--- config.mk ---
export PLATFORM = sky130hd
export DESIGN_NAME = snake_step_scheduler
export DESIGN_NICKNAME = d
export VERILOG_FILES = /design/src/rtl/snake_pkg.sv /design/src/rtl/dir_queue.sv /design/src/rtl/snake_step_scheduler.sv
export SDC_FILE = /design/constraint.sdc
export NUM_CORES = 1
export LEC_CHECK = 0
export CAP_MARGIN = 5
export CORE_ASPECT_RATIO = 0.7
export CORE_MARGIN = 2
export CORE_UTILIZATION = 35
export CTS_CLUSTER_SIZE = 30
export DETAILED_ROUTE_END_ITERATION = 12
export RECOVER_POWER = 25
export SLEW_MARGIN = 20
export SYNTH_ARGS = -nofsm -noshare
export SYNTH_HDL_FRONTEND = slang
export SYNTH_HIERARCHICAL = 1
export SYNTH_SLANG_ARGS = --single-unit
--- constraint.sdc ---
create_clock -name clk -period 5.37 [get_ports clk]
set_clock_uncertainty 0.2 [all_clocks]
set_input_delay 1.3425 -clock clk [delete_from_list [all_inputs] [get_ports clk]]
set_output_delay 1.3425 -clock clk [all_outputs]
set_load 0.1 [all_outputs]
--- src/rtl/snake_pkg.sv ---
`default_nettype none
// +--------------------------------------------------------------------------+
// | snake_pkg : direction/game-state encodings shared by scheduler and FSM    |
// | Rev 1.0                                                                   |
// +--------------------------------------------------------------------------+
package snake_pkg;

   localparam logic [1:0] DIR_UP    = 2'd0;
   localparam logic [1:0] DIR_DOWN  = 2'd1;
   localparam logic [1:0] DIR_LEFT  = 2'd2;
   localparam logic [1:0] DIR_RIGHT = 2'd3;

   localparam logic [1:0] GS_RUNNING = 2'b00;
   localparam logic [1:0] GS_DIE     = 2'b01;
   localparam logic [1:0] GS_INITIAL = 2'b10;

   localparam logic [1:0] S_IDLE = 2'd0;
   localparam logic [1:0] S_WAIT = 2'd1;
   localparam logic [1:0] S_REQ  = 2'd2;

   function automatic logic [1:0] opposite(input logic [1:0] d);
      return {d[1], ~d[0]};
   endfunction

endpackage
`default_nettype wire

--- src/rtl/dir_queue.sv ---
`default_nettype none
// +--------------------------------------------------------------------------+
// | dir_queue : 2-entry FIFO of pending headings with flush and tail peek     |
// | Rev 1.0                                                                   |
// +--------------------------------------------------------------------------+
module dir_queue (
   input  logic       clk,
   input  logic       rst,
   input  logic       flush,
   input  logic       push,
   input  logic [1:0] push_dir,
   input  logic       pop,
   output logic [1:0] head,
   output logic [1:0] tail,
   output logic [1:0] count
);

   logic [1:0] r_slot0;
   logic [1:0] r_slot1;
   logic [1:0] r_count;

   always_ff @(posedge clk or negedge rst) begin
      if (!rst) begin
         r_slot0 <= 2'd0;
         r_slot1 <= 2'd0;
         r_count <= 2'd0;
      end else if (flush) begin
         r_count <= 2'd0;
      end else begin
         case ({push, pop})
            2'b10: begin
               if (r_count == 2'd0) begin
                  r_slot0 <= push_dir;
                  r_count <= 2'd1;
               end else if (r_count == 2'd1) begin
                  r_slot1 <= push_dir;
                  r_count <= 2'd2;
               end
            end
            2'b01: begin
               if (r_count != 2'd0) begin
                  r_slot0 <= r_slot1;
                  r_count <= r_count - 2'd1;
               end
            end
            2'b11: begin
               // Pop of an empty queue is a no-op, so the push still lands
               if (r_count == 2'd2) begin
                  r_slot0 <= r_slot1;
                  r_slot1 <= push_dir;
               end else begin
                  r_slot0 <= push_dir;
                  r_count <= 2'd1;
               end
            end
            default: ;
         endcase
      end
   end

   assign head  = r_slot0;
   assign tail  = (r_count == 2'd2) ? r_slot1 : r_slot0;
   assign count = r_count;

endmodule
`default_nettype wire

--- src/rtl/snake_step_scheduler.sv ---
`default_nettype none
// +--------------------------------------------------------------------------+
// | snake_step_scheduler : paces snake steps, queues turns, tracks growth     |
// | Rev 1.0                                                                   |
// +--------------------------------------------------------------------------+
module snake_step_scheduler
   import snake_pkg::*;
#(
   parameter int BASE_PERIOD    = 25_000_000,
   parameter int PERIOD_DEC     = 2_500_000,
   parameter int MAX_LEVEL      = 7,
   parameter int FOOD_PER_LEVEL = 4
) (
   input  logic       clk,
   input  logic       rst,
   input  logic [1:0] game_state,
   input  logic       up,
   input  logic       down,
   input  logic       left,
   input  logic       right,
   input  logic       food_eaten,
   input  logic       step_ack,
   output logic       step_req,
   output logic [1:0] dir,
   output logic       grow,
   output logic [2:0] speed_level
);

   localparam int CNT_W  = $clog2(BASE_PERIOD + 1);
   localparam int FOOD_W = $clog2(FOOD_PER_LEVEL + 1);

   function automatic logic [CNT_W-1:0] period_for(input logic [2:0] lvl);
      logic [31:0] dec;
      dec = {29'd0, lvl} * 32'(PERIOD_DEC);
      if (dec >= 32'(BASE_PERIOD)) return CNT_W'(1);
      return CNT_W'(32'(BASE_PERIOD) - dec);
   endfunction

   logic [1:0]        r_state;
   logic [1:0]        w_next_state;
   logic [CNT_W-1:0]  r_cnt;
   logic [CNT_W-1:0]  r_period;
   logic [1:0]        r_dir;
   logic              r_grow;
   logic [2:0]        r_grow_pend;
   logic [FOOD_W-1:0] r_food_cnt;
   logic [2:0]        r_level;

   logic       w_running, w_die, w_key_en;
   logic       w_key_valid;
   logic [1:0] w_key;
   logic [1:0] w_ref;
   logic       w_push, w_pop, w_step, w_ack, w_food, w_dec;
   logic [1:0] q_head, q_tail, q_count;

   assign w_running = (game_state == GS_RUNNING);
   assign w_die     = game_state[0];
   assign w_key_en  = w_running || (game_state == GS_INITIAL);

   always_comb begin
      w_key_valid = up | down | left | right;
      w_key       = DIR_RIGHT;
      if (up)        w_key = DIR_UP;
      else if (down) w_key = DIR_DOWN;
      else if (left) w_key = DIR_LEFT;
   end

   // New keys are judged against the last heading that will actually be taken
   assign w_ref  = (q_count != 2'd0) ? q_tail : r_dir;
   assign w_push = w_key_en && w_key_valid && (w_key != w_ref) &&
                   (w_key != opposite(w_ref)) && (q_count != 2'd2);
   assign w_step = w_running && (r_state == S_WAIT) &&
                   (r_cnt == r_period - CNT_W'(1));
   assign w_pop  = w_step && (q_count != 2'd0);
   assign w_ack  = w_running && (r_state == S_REQ) && step_ack;
   assign w_food = w_running && food_eaten;
   assign w_dec  = w_ack && r_grow;

   dir_queue u_dir_queue (
      .clk      (clk),
      .rst      (rst),
      .flush    (w_die),
      .push     (w_push),
      .push_dir (w_key),
      .pop      (w_pop),
      .head     (q_head),
      .tail     (q_tail),
      .count    (q_count)
   );

   always_ff @(posedge clk or negedge rst) begin
      if (!rst) r_state <= S_IDLE;
      else      r_state <= w_next_state;
   end

   always_comb begin
      w_next_state = r_state;
      if (!w_running) begin
         w_next_state = S_IDLE;
      end else begin
         case (r_state)
            S_IDLE:  w_next_state = S_WAIT;
            S_WAIT:  if (w_step) w_next_state = S_REQ;
            S_REQ:   if (step_ack) w_next_state = S_WAIT;
            default: w_next_state = S_IDLE;
         endcase
      end
   end

   always_comb begin
      step_req    = (r_state == S_REQ);
      dir         = r_dir;
      grow        = r_grow;
      speed_level = r_level;
   end

   always_ff @(posedge clk or negedge rst) begin
      if (!rst) begin
         r_cnt       <= '0;
         r_period    <= CNT_W'(BASE_PERIOD);
         r_dir       <= DIR_RIGHT;
         r_grow      <= 1'b0;
         r_grow_pend <= 3'd0;
         r_food_cnt  <= '0;
         r_level     <= 3'd0;
      end else begin
         if (!w_running || r_state == S_IDLE)
            r_cnt <= '0;
         else if (r_state == S_WAIT)
            r_cnt <= w_step ? '0 : r_cnt + CNT_W'(1);

         // Period tracks the level only between steps, never mid-countdown
         if (r_state == S_IDLE || w_ack)
            r_period <= period_for(r_level);

         if (w_die)      r_dir <= DIR_RIGHT;
         else if (w_pop) r_dir <= q_head;

         if (!w_running || w_ack) r_grow <= 1'b0;
         else if (w_step)         r_grow <= (r_grow_pend != 3'd0);

         if (w_die)
            r_grow_pend <= 3'd0;
         else if (w_food && !w_dec && r_grow_pend != 3'd7)
            r_grow_pend <= r_grow_pend + 3'd1;
         else if (!w_food && w_dec)
            r_grow_pend <= r_grow_pend - 3'd1;

         if (w_die) begin
            r_food_cnt <= '0;
            r_level    <= 3'd0;
         end else if (w_food) begin
            if (r_food_cnt == FOOD_W'(FOOD_PER_LEVEL - 1)) begin
               r_food_cnt <= '0;
               if (r_level != 3'(MAX_LEVEL)) r_level <= r_level + 3'd1;
            end else begin
               r_food_cnt <= r_food_cnt + FOOD_W'(1);
            end
         end
      end
   end

endmodule
`default_nettype wire

==> qor.txt <==
Status: finished, violations left
Failing checks: capacitance limit, slew limit
Mapped Area: 5060 sq um
Die Y: 105 microns
Ys Warns: 6
Reg2reg start: r_period[8]$_DFFE_PN0P_
Finished Layout Cells: 759
Required time of the critical path: 5.38 ns
Syn_area_per_cell: 9.21 sq um
Area growth, synth to finish: 12.8%
Core box area: 14000 sq um
Hold crit path type: reg2reg
Clk_lat worst skew: 0.33 ns
Share of layout cells above drive strength 1: 9.84%
DR WL/cell: 15.7 microns
Starting density of the core: 36.1%
Root cell of the clock tree: clkbuf_16
CP endpoint: u_dir_queue/head[0]$_DFFE_PN0P_
Clock sink count: 66
IO buf count: 16
Row count: 36
Largest net degree at the start of global routing: 42
Clk slew on worst S/H paths: 0.05 ns
First drt pass iteration count: 6
WS Path Type: reg2reg
RD Place Congestion: 0.901
Register Area: 1670 sq um
Clk buf depth: 2
Most common cell after layout, fill and taps aside: dfrtp_1
Tmin final: 4.96 ns
Max FO, Critical Path: 10
Setup bufs post-CTS: 0
Slew Viols, Final: 42
CTS Buf Count: 9
Critical path launch point type: flop
RSZ-0062 raised after global routing: no
WP data arrival: 4.96 ns
Top Ports: 17
Setup total negative slack: 0 ns
1st-iter DRT viols: 300
DRT antenna net count: 0
PostCTS Resize Cnt: 0
Ant. Diodes: 0
Filler cells: 1339
Reg2Reg Capture Point: u_dir_queue/head[0]$_DFFE_PN0P_
Vias in the first global route: 4031
Congestion Overflow GR: 0
Post-CTS Hold Buffers: 0
DIE AREA: 15500 sq um
Combinational power share: 14.1%
Worst VDD drop: 175 uV
Commonest cells after routing, fill and taps aside: dfrtp_1, xnor2_1, nor2_1, nand2_1, ha_1
CTS tree: built
Placed instance count: 743
Vias per std cell: 5.45
All-layer global routing usage: 16.2%
HPWL after detailed placement: 9.07 mm
Reg2Reg Depth: 12
Worst-Margin Slew: 2.23 ns
CP Capture Type: flop
Relative slew slack: -48.9%
Max-cap violations: 1
Setup Viol. Count Final: 0
Via count: 4139
Internal: 966 uW
Syn_nets: 589
Residual DRC: 0
Clock group share of total power: 42.8%
Tcrit/Tclk final: 92.3%
Power Density: 229 nW/um^2
Switching Power: 343 uW
DRT Wirelength: 12.0 mm
Global-route wire length before repair: 20.5 mm
Switching share of power: 26.2%
# nets final: 603
Fmax: 202 MHz
Initial antenna violation count: 0
Leakage: 0.00240 uW
Critical Path Start: r_period[8]$_DFFE_PN0P_
Multi-input gate area: 3210 sq um
Hold Vio Cnt, Final: 0
Flop pwr share: 43.0%
Synth Instances: 550
R2R setup slack: 0.41 ns
H-tree depth: 3
Die width: 148 microns
-- metal layers --
| metal | up-vias | GRT usage, % | wire [microns] |
|---|---|---|---|
| met5 | - | 0 | 0 |
| met4 | 0 | 2.88 | 51 |
| met3 | 6 | 3.84 | 548 |
| met2 | 87 | 23.5 | 4980 |
| met1 | 1985 | 24.4 | 6370 |
| li1 | 2061 | - | - |
-- state kept, by name, summed over array words and instances (netlist names) --
signal,flops
r_cnt,25
r_period,21
r_food_cnt,3
r_grow_pend,3
speed_level,3
dir,2
r_state,2
u_dir_queue/count,2
u_dir_queue/head,2
u_dir_queue/r_slot1,2
grow,1
-- critical path: stages (launching register included) --
cell and delay [ns]:
dfrtp_1 0.44, or4_1 0.73, or3_1 0.46, o41ai_1 0.34, a22oi_1 0.19, nor4_1 0.53, nand4_1 0.32, nor2_1 0.37
inv_1 0.14, ha_1 0.21, nor2b_2 0.16, a2111oi_4 0.36, mux2_2 0.38
-- power groups by stage --
| stage | Sequential, uW | Combinational [uW] | Clock (uW) |
|---|---|---|---|
| floorplan | 561 | 142 | 0 |
| global placement | 569 | 180 | 0 |
| detailed placement | 571 | 185 | 0 |
| CTS | 563 | 187 | 579 |
| global route | 569 | 208 | 601 |
| finish | 563 | 185 | 561 |
-- worst min-delay path by stage --
stage          slack [ns]                         to                       from  cells past startpoint
3_5_place_dp         0.30  r_food_cnt[0]$_DFFE_PN0P_  r_food_cnt[0]$_DFFE_PN0P_                      1
5_1_grt              0.32  r_food_cnt[0]$_DFFE_PN0P_  r_food_cnt[0]$_DFFE_PN0P_                      1
6_report             0.31  r_food_cnt[0]$_DFFE_PN0P_  r_food_cnt[0]$_DFFE_PN0P_                      1
3_3_place_gp         0.28  r_food_cnt[0]$_DFFE_PN0P_  r_food_cnt[0]$_DFFE_PN0P_                      1
2_1_floorplan        0.26  r_food_cnt[0]$_DFFE_PN0P_  r_food_cnt[0]$_DFFE_PN0P_                      1
4_1_cts              0.31  r_food_cnt[0]$_DFFE_PN0P_  r_food_cnt[0]$_DFFE_PN0P_                      1
-- layout make-up --
| type | count | area share (%) |
|---|---|---|
| sequential | 66 | 29.2 |
| multi-input combinational | 439 | 56.2 |
| tap | 190 | 4.16 |
| clock buffer | 12 | 4.67 |
| timing repair buffer | 24 | 3.75 |
| clock inverter | 4 | 0.438 |
| inverter | 24 | 1.58 |
-- through the flow --
stage | setup slack [ns] | power [uW] | utilization, % | hold WS [ns] | cell area (sq um)
4_1_cts | 0.475 | 1330 | 40.8 | 0.312 | 5710
5_1_grt | 0.227 | 1380 | 40.8 | 0.325 | 5710
3_3_place_gp | 0.667 | 749 | 38.7 | 0.282 | 5420
6_report | 0.414 | 1310 | 40.8 | 0.309 | 5710
3_5_place_dp | 0.491 | 757 | 38.7 | 0.302 | 5420
2_1_floorplan | 0.682 | 703 | - | 0.261 | 5060
No activity file was read; power rests on OpenSTA's default activity.
